$ cat src/rtl/if_stage.sv
// ---------------------------------------------------------------------------
// if_stage -- instruction-fetch stage of the 5-stage MIPS pipeline.
//
// Holds the fetch PC and picks the next PC from four sources: sequential,
// j/jal, jr, or a taken beq. It drives the instruction-memory address and
// captures the fetched word into the IF/ID pipeline register. Load-use
// stalls and control-hazard flushes are handled here.
//
// Optional build macro: IF_PERF_CNT_EN
//   Defined   : stall_count and flush_count are live 32-bit wrapping counters.
//   Undefined : no counter registers exist, and both outputs are tied to 0.
//
// Ports:
//   clk           rising-edge clock
//   reset         asynchronous, active-high reset
//   stall         load-use stall; holds the PC and IF/ID
//   flush         inserts a bubble into IF/ID (the PC is not affected)
//   PCSrc         00 sequential, 01 j/jal, 10 jr, 11 treated as sequential
//   jump_index    IR[25:0] of the instruction in decode
//   jr_target     forwarded rs value, used by jr
//   branch_taken  beq resolved as taken in execute
//   branch_target beq target computed in execute
//   imem_addr     instruction-memory address (equals PC, combinational)
//   imem_rdata    instruction word at imem_addr, returned in the same cycle
//   PC            current fetch PC
//   IR, PC_plus4  IF/ID instruction, and the PC+4 that belongs to it
//   id_valid      1 when IF/ID holds a real instruction, 0 for a bubble
//   stall_count   number of stalled edges that were not overridden by a branch
//   flush_count   number of bubbles inserted
// ---------------------------------------------------------------------------
module if_stage #(
  parameter logic [31:0] RESET_PC = 32'h0000_0000,
  parameter logic [31:0] NOP_WORD = 32'h0000_0000
) (
  input  logic        clk,
  input  logic        reset,
  input  logic        stall,
  input  logic        flush,
  input  logic [1:0]  PCSrc,
  input  logic [25:0] jump_index,
  input  logic [31:0] jr_target,
  input  logic        branch_taken,
  input  logic [31:0] branch_target,
  output logic [31:0] imem_addr,
  input  logic [31:0] imem_rdata,
  output logic [31:0] PC,
  output logic [31:0] IR,
  output logic [31:0] PC_plus4,
  output logic        id_valid,
  output logic [31:0] stall_count,
  output logic [31:0] flush_count
);

  logic [31:0] seq_pc;
  logic [31:0] jump_pc;
  logic [31:0] jr_pc;
  logic [31:0] next_pc;
  logic        redirect;
  logic        bubble;

  assign imem_addr = PC;
  assign seq_pc    = PC + 32'd4;  // wraps modulo 2^32
  // The jump region comes from the PC+4 of the instruction in decode,
  // not from the current fetch PC.
  assign jump_pc   = {PC_plus4[31:28], jump_index, 2'b00};
  assign jr_pc     = jr_target & ~32'h3;
  assign redirect  = (PCSrc == 2'b01) || (PCSrc == 2'b10);
  // A decode-stage redirect only counts when decode itself is not stalled.
  assign bubble    = branch_taken || flush || (!stall && redirect);

  // NOTE: always_comb assigns a default first, so every path drives
  //       next_pc and no latch can be inferred.
  always_comb begin
    next_pc = seq_pc;
    // A taken branch wins over stall, because the execute instruction is older.
    if (branch_taken)          next_pc = branch_target;
    else if (stall)            next_pc = PC;
    else if (PCSrc == 2'b01)   next_pc = jump_pc;
    else if (PCSrc == 2'b10)   next_pc = jr_pc;
  end

  // NOTE: sequential state uses non-blocking assignments, so every register
  //       samples values from before the edge.
  always_ff @(posedge clk or posedge reset) begin
    if (reset) begin
      PC       <= RESET_PC;
      IR       <= NOP_WORD;
      PC_plus4 <= 32'd0;
      id_valid <= 1'b0;
    end else begin
      PC <= next_pc;
      if (bubble) begin
        IR       <= NOP_WORD;
        PC_plus4 <= 32'd0;
        id_valid <= 1'b0;
      end else if (!stall) begin
        IR       <= imem_rdata;
        PC_plus4 <= seq_pc;
        id_valid <= 1'b1;
      end
    end
  end

`ifdef IF_PERF_CNT_EN
  always_ff @(posedge clk or posedge reset) begin
    if (reset) begin
      stall_count <= 32'd0;
      flush_count <= 32'd0;
    end else begin
      if (stall && !branch_taken) stall_count <= stall_count + 32'd1;
      if (bubble)                 flush_count <= flush_count + 32'd1;
    end
  end
`else
  assign stall_count = 32'd0;
  assign flush_count = 32'd0;
`endif

endmodule

$ cat config.mk
export PLATFORM = sky130hd
export DESIGN_NAME = if_stage
export DESIGN_NICKNAME = d
export VERILOG_FILES = /design/src/rtl/if_stage.sv
export SDC_FILE = /design/constraint.sdc
export NUM_CORES = 1
export LEC_CHECK = 0
export ABC_AREA = 1
export CAP_MARGIN = 20
export CORE_AREA = 3 3 126 128
export CTS_BUF_LIST = sky130_fd_sc_hd__clkbuf_8
export DETAILED_ROUTE_END_ITERATION = 10
export DIE_AREA = 0 0 129 131
export PLACE_DENSITY = 0.84
export SYNTH_ARGS = -nofsm -noshare
export SYNTH_HDL_FRONTEND = slang
export SYNTH_SLANG_ARGS = --single-unit
$ cat constraint.sdc
create_clock -name clk -period 6.2 [get_ports clk]
set_input_delay 1.24 -clock clk [delete_from_list [all_inputs] [get_ports clk]]
set_output_delay 1.24 -clock clk [all_outputs]
set_load 0.03 [all_outputs]
# After elaboration in Yosys (flattened, before gate mapping)
# Index checks and enable logic that the tools add are counted.
[word_totals]
ff_bits = 97
in_bits = 129
out_inout_bits = 193
[classes]
addsub = 1
eq_ne = 4
muxes = 10
n_reduce_logical = 5
[op_table]
columns = ["op", "n"]
rows = [
  ["32-bit 2-to-1 mux", 8],
  ["32-bit by 3-bit adder with 32-bit output, second input constant", 1],
  ["2-bit by 1-bit inequality test with 1-bit output, second input constant", 2],
  ["1-bit logical OR", 3],
  ["2-bit by 1-bit equality test with 1-bit output, second input constant", 1],
  ["2-bit equality test, second input constant", 1],
  ["1-bit 2-to-1 mux", 2],
  ["1-bit logical AND", 1],
  ["1-bit zero test", 1],
]

# Longest topological paths before layout
[logic_depth]
word_depth = 5
ltp_mapped = 12

# Worst setup path after synthesis
# No wires, ideal clock.
[synth_path]
kind = "input to register"
start = "in PCSrc[0]"
end = "reg PC_plus4[17]"
setup_ns = 0.118
t_arrival_ns = 2.280
required_ns = 6.082
path_slack_ns = 3.802
stages = 7
n_path_buf = 2
path_cell_list = "inv_1 ha_1 nand3_1 buf_2 clkbuf_1 a21oi_1 a21o_1"
[synth_via]
elab_chain_cells = 5
[synth_rtl]
columns = ["element", "line_no", "source"]
rows = [
  ["from (decl)", "39", "input logic [1:0] PCSrc,"],
  ["2-bit by 1-bit equality test with 1-bit output / 2-bit equality test (equally long branches)", "67", "assign redirect = (PCSrc == 2'b01) || (PCSrc == 2'b10);"],
  ["1-bit logical OR (*)", "67", ""],
  ["1-bit logical AND (*)", "69", "assign bubble = branch_taken || flush || (!stall && redirect);"],
  ["1-bit logical OR (*)", "69", ""],
  ["2-bit by 1-bit inequality test with 1-bit output (no source line) / 32-bit 2-to-1 mux (equally long branches)", "-", ""],
  ["to (signal assigned)", "98", "PC_plus4 <= seq_pc;"],
  ["to (decl)", "48", "output logic [31:0] PC_plus4,"],
]
# Every way passes the cells marked *; elsewhere a longest branch is shown, timed or not.
# A chain may end at the register's enable or synchronous reset.

# Worst setup path after layout
[layout_path]
start = "in branch_taken"
end = "reg IR[13]"
[layout_via]
elab_chain_cells = 3
[layout_rtl]
columns = ["element", "line_no", "source"]
rows = [
  ["from (decl)", "42", "input logic branch_taken,"],
  ["1-bit logical OR (*) (2 in series)", "69", ""],
  ["2-bit by 1-bit inequality test with 1-bit output (no source line) / 32-bit 2-to-1 mux (equally long branches)", "-", ""],
  ["to (signal assigned)", "97", "IR <= imem_rdata;"],
  ["to (decl)", "47", "output logic [31:0] IR,"],
]
# Marks and branches as above.

==> impl_metrics.toml <==
[floorplanning]
rows = 45
start_util = 0.415
dieArea_um2 = 16900
ios = 322
die-width_um = 129
coreArea_um2 = 15000
dieHeight_um = 131

[sta]
report.final.slew_viol_count = 0
worst_slew_pin_slew_ps = 1040
fin_crit_sh = 0.600
tns_ps = 0
clock-skew-final_ps = 10.6
setup_violations = 0
hold_viol_final = 0
fmax_ghz = 0.269
rsz0062_at_grt = "no"
timing.slew.headroom = 0.308
min_period_ps = 3720

[power_and_ir_drop]
finalPower_uw = 1780
powerDensity_nw_per_um2 = 207
p_leak_uw = 0.00413
ir_worst_vdd_v = 0.000102

[clocking]
clock_sink_count = 97
clk_latency_ps = 380
cts_root_buf = "clkbuf_8"
cts_made_buffers = 9
cts_hold_buf = 0
postCtsSetupRepairBufs = 0
cts_htree_levels = 3
clk_pin_slew_worst_paths_ps = 110
cts_tree = "built"
cts_buffer_depth = 2
cts_resized = 0

[global_routing]
grtUsageTotal = 0.234
gr-total-overflow = 0
grt_pass1_vias = 5528
grt_max_degree = 66
grt_pass1_wl_um = 30500
grt_antenna_before_repair = 0

[placed_design]
port_buffers = 255
routabilityCongestion = 0.863
dp_hpwl_um = 15400

[worst_setup_path]
cp_max_fo = 65
cp-end-kind = "flop"
r2r_end = "PC[16]"
crit_required_ps = 6510
critical_path.endpoint = "IR[13]"
arrival_ps = 4030
critPathLaunchType = "input pin"
setup.worst_path.start = "branch_taken"
r2r-start = "PC[2]"
reg2reg_depth = 10
ff2ff_setup_slack_ps = 4100
critPathKind = "in2reg"

[synth]
yosysUniqueCellTypes = 34
synth_cells = 820
ys_ff_latch = 97
synth-warning-count = 0
synth_area_um2 = 6220
syn_avg_cell_area_um2 = 7.58
ys_seq_area_frac = 0.390

[finish]
nets = 1154
final_common_cell = "clkdlybuf4s50_1"
fillCellCount = 1399
final_cell_mix = "255 x clkdlybuf4s50_1, 200 x nand2_1, 97 x dfrtp_1"
antennaDiodeCount = 0
layout-drive-gt1-share = 0.0419
area_growth_pct = 37.9

[route]
drtAntennaViolNets = 0
dr.pass1.iters = 5
routed_wl_um = 20500
routedWlPerCell_um = 16.9
vias_per_cell = 5.00
vias = 6073
drc = 0
drt-initial-drc-count = 516

[flow_run]
maxCapViolCount = 0

[worst_hold_path]
hold_class = "reg2reg"
whs_path_depth = 1

[status]
status = "finished clean"
critical path: stages:
cell and delay, ps:
clkdlybuf4s50_1 400, buf_4 260, nor2_2 140, buf_4 340, inv_1 530, nor2_4 200
buf_4 570, a22o_1 260
area by class of cell:
class | count | area [um^2] | share of cell area
Multi-Input combinational cell | 589 | 2870 | 0.335
Sequential cell | 97 | 2430 | 0.283
Timing Repair Buffer | 262 | 2610 | 0.304
Clock inverter | 6 | 57.6 | 0.00671
Inverter | 63 | 239 | 0.0279
Clock buffer | 10 | 138 | 0.0161
Tap cell | 188 | 235 | 0.0274
state kept, by name, summed over array words and instances (netlist names):
name      flops
IR           32
PC           32
PC_plus4     32
id_valid      1
how the worst min path moves through the flow:
stage	start	endpoint	slack (ps)
global route	PC_plus4[24]	PC_plus4[24]	500
global placement	id_valid	id_valid	460
CTS	PC_plus4[24]	PC_plus4[24]	490
detailed placement	PC_plus4[22]	PC_plus4[22]	470
floorplan	id_valid	id_valid	650
finish	PC_plus4[22]	PC_plus4[22]	490
cell usage after synthesis:
cell | instances | area, um^2
a211oi_1 | 1 | 7.51
a21o_1 | 13 | 97.6
a21oi_1 | 41 | 205
a22o_1 | 46 | 403
a31oi_1 | 2 | 12.5
buf_1 | 3 | 11.3
buf_2 | 14 | 70.1
buf_4 | 96 | 721
clkbuf_1 | 15 | 56.3
clkbuf_8 | 3 | 41.3
conb_1 | 1 | 3.75
dfrtp_1 | 97 | 2430
dlygate4sd1_1 | 2 | 17.5
dlymetal6s2s_1 | 1 | 12.5
ha_1 | 3 | 37.5
inv_1 | 62 | 233
inv_2 | 1 | 3.75
nand2_1 | 200 | 751
nand2_2 | 3 | 18.8
nand2_4 | 2 | 22.5
nand3_1 | 38 | 190
nand4_1 | 3 | 18.8
nor2_1 | 91 | 342
nor2_2 | 2 | 12.5
nor2_4 | 6 | 67.6
nor2_8 | 1 | 20.0
o211ai_1 | 5 | 37.5
o21ai_0 | 49 | 245
o21ai_1 | 6 | 30.0
o221ai_1 | 1 | 8.76
o22ai_1 | 3 | 18.8
or2_2 | 2 | 12.5
xnor2_1 | 3 | 26.3
xor2_1 | 4 | 35.0
report_power, final:
part           switching [uW]  internal [uW]  total, uW
combinational             381            244        624
clock                     250            167        417
sequential               67.4            669        737
routing by layer:
layer,vias to the layer above,GRT usage,wire [um]
met1,2791,0.308,8750
met3,37,0.0423,1500
met4,0,0.0778,464
li1,2908,-,-
met2,337,0.391,9800
met5,-,0,0
metrics by stage:
stage                     utilization  setup WS (ps)  hold slack, ps  area [um^2]  std cells
after floorplan                     -           2430             652         6450        883
after global placement          0.559           2170             455         8380       1199
after detailed placement        0.559           2060             466         8380       1199
after CTS                       0.572           2490             490         8570       1215
after global routing            0.572           2310             502         8570       1215
final                           0.572           2480             487         8570       1215
kinds of logic (layout without fill, tap and decap cells):
kind of cell / count (synthesis) / in the layout / share of synthesized area
xor gates and xnor gates: 7 / 7 / 0.00986
buffers and inverters: 197 / 341 / 0.188
AOI/OAI and AO/OA: 167 / 167 / 0.171
other: 1 / 64 / 0.000603
adders and majority gates: 3 / 3 / 0.00604
and+or+nand+nor: 348 / 348 / 0.234
DFF: 97 / 97 / 0.390
Power figures use the tool's default switching activity.
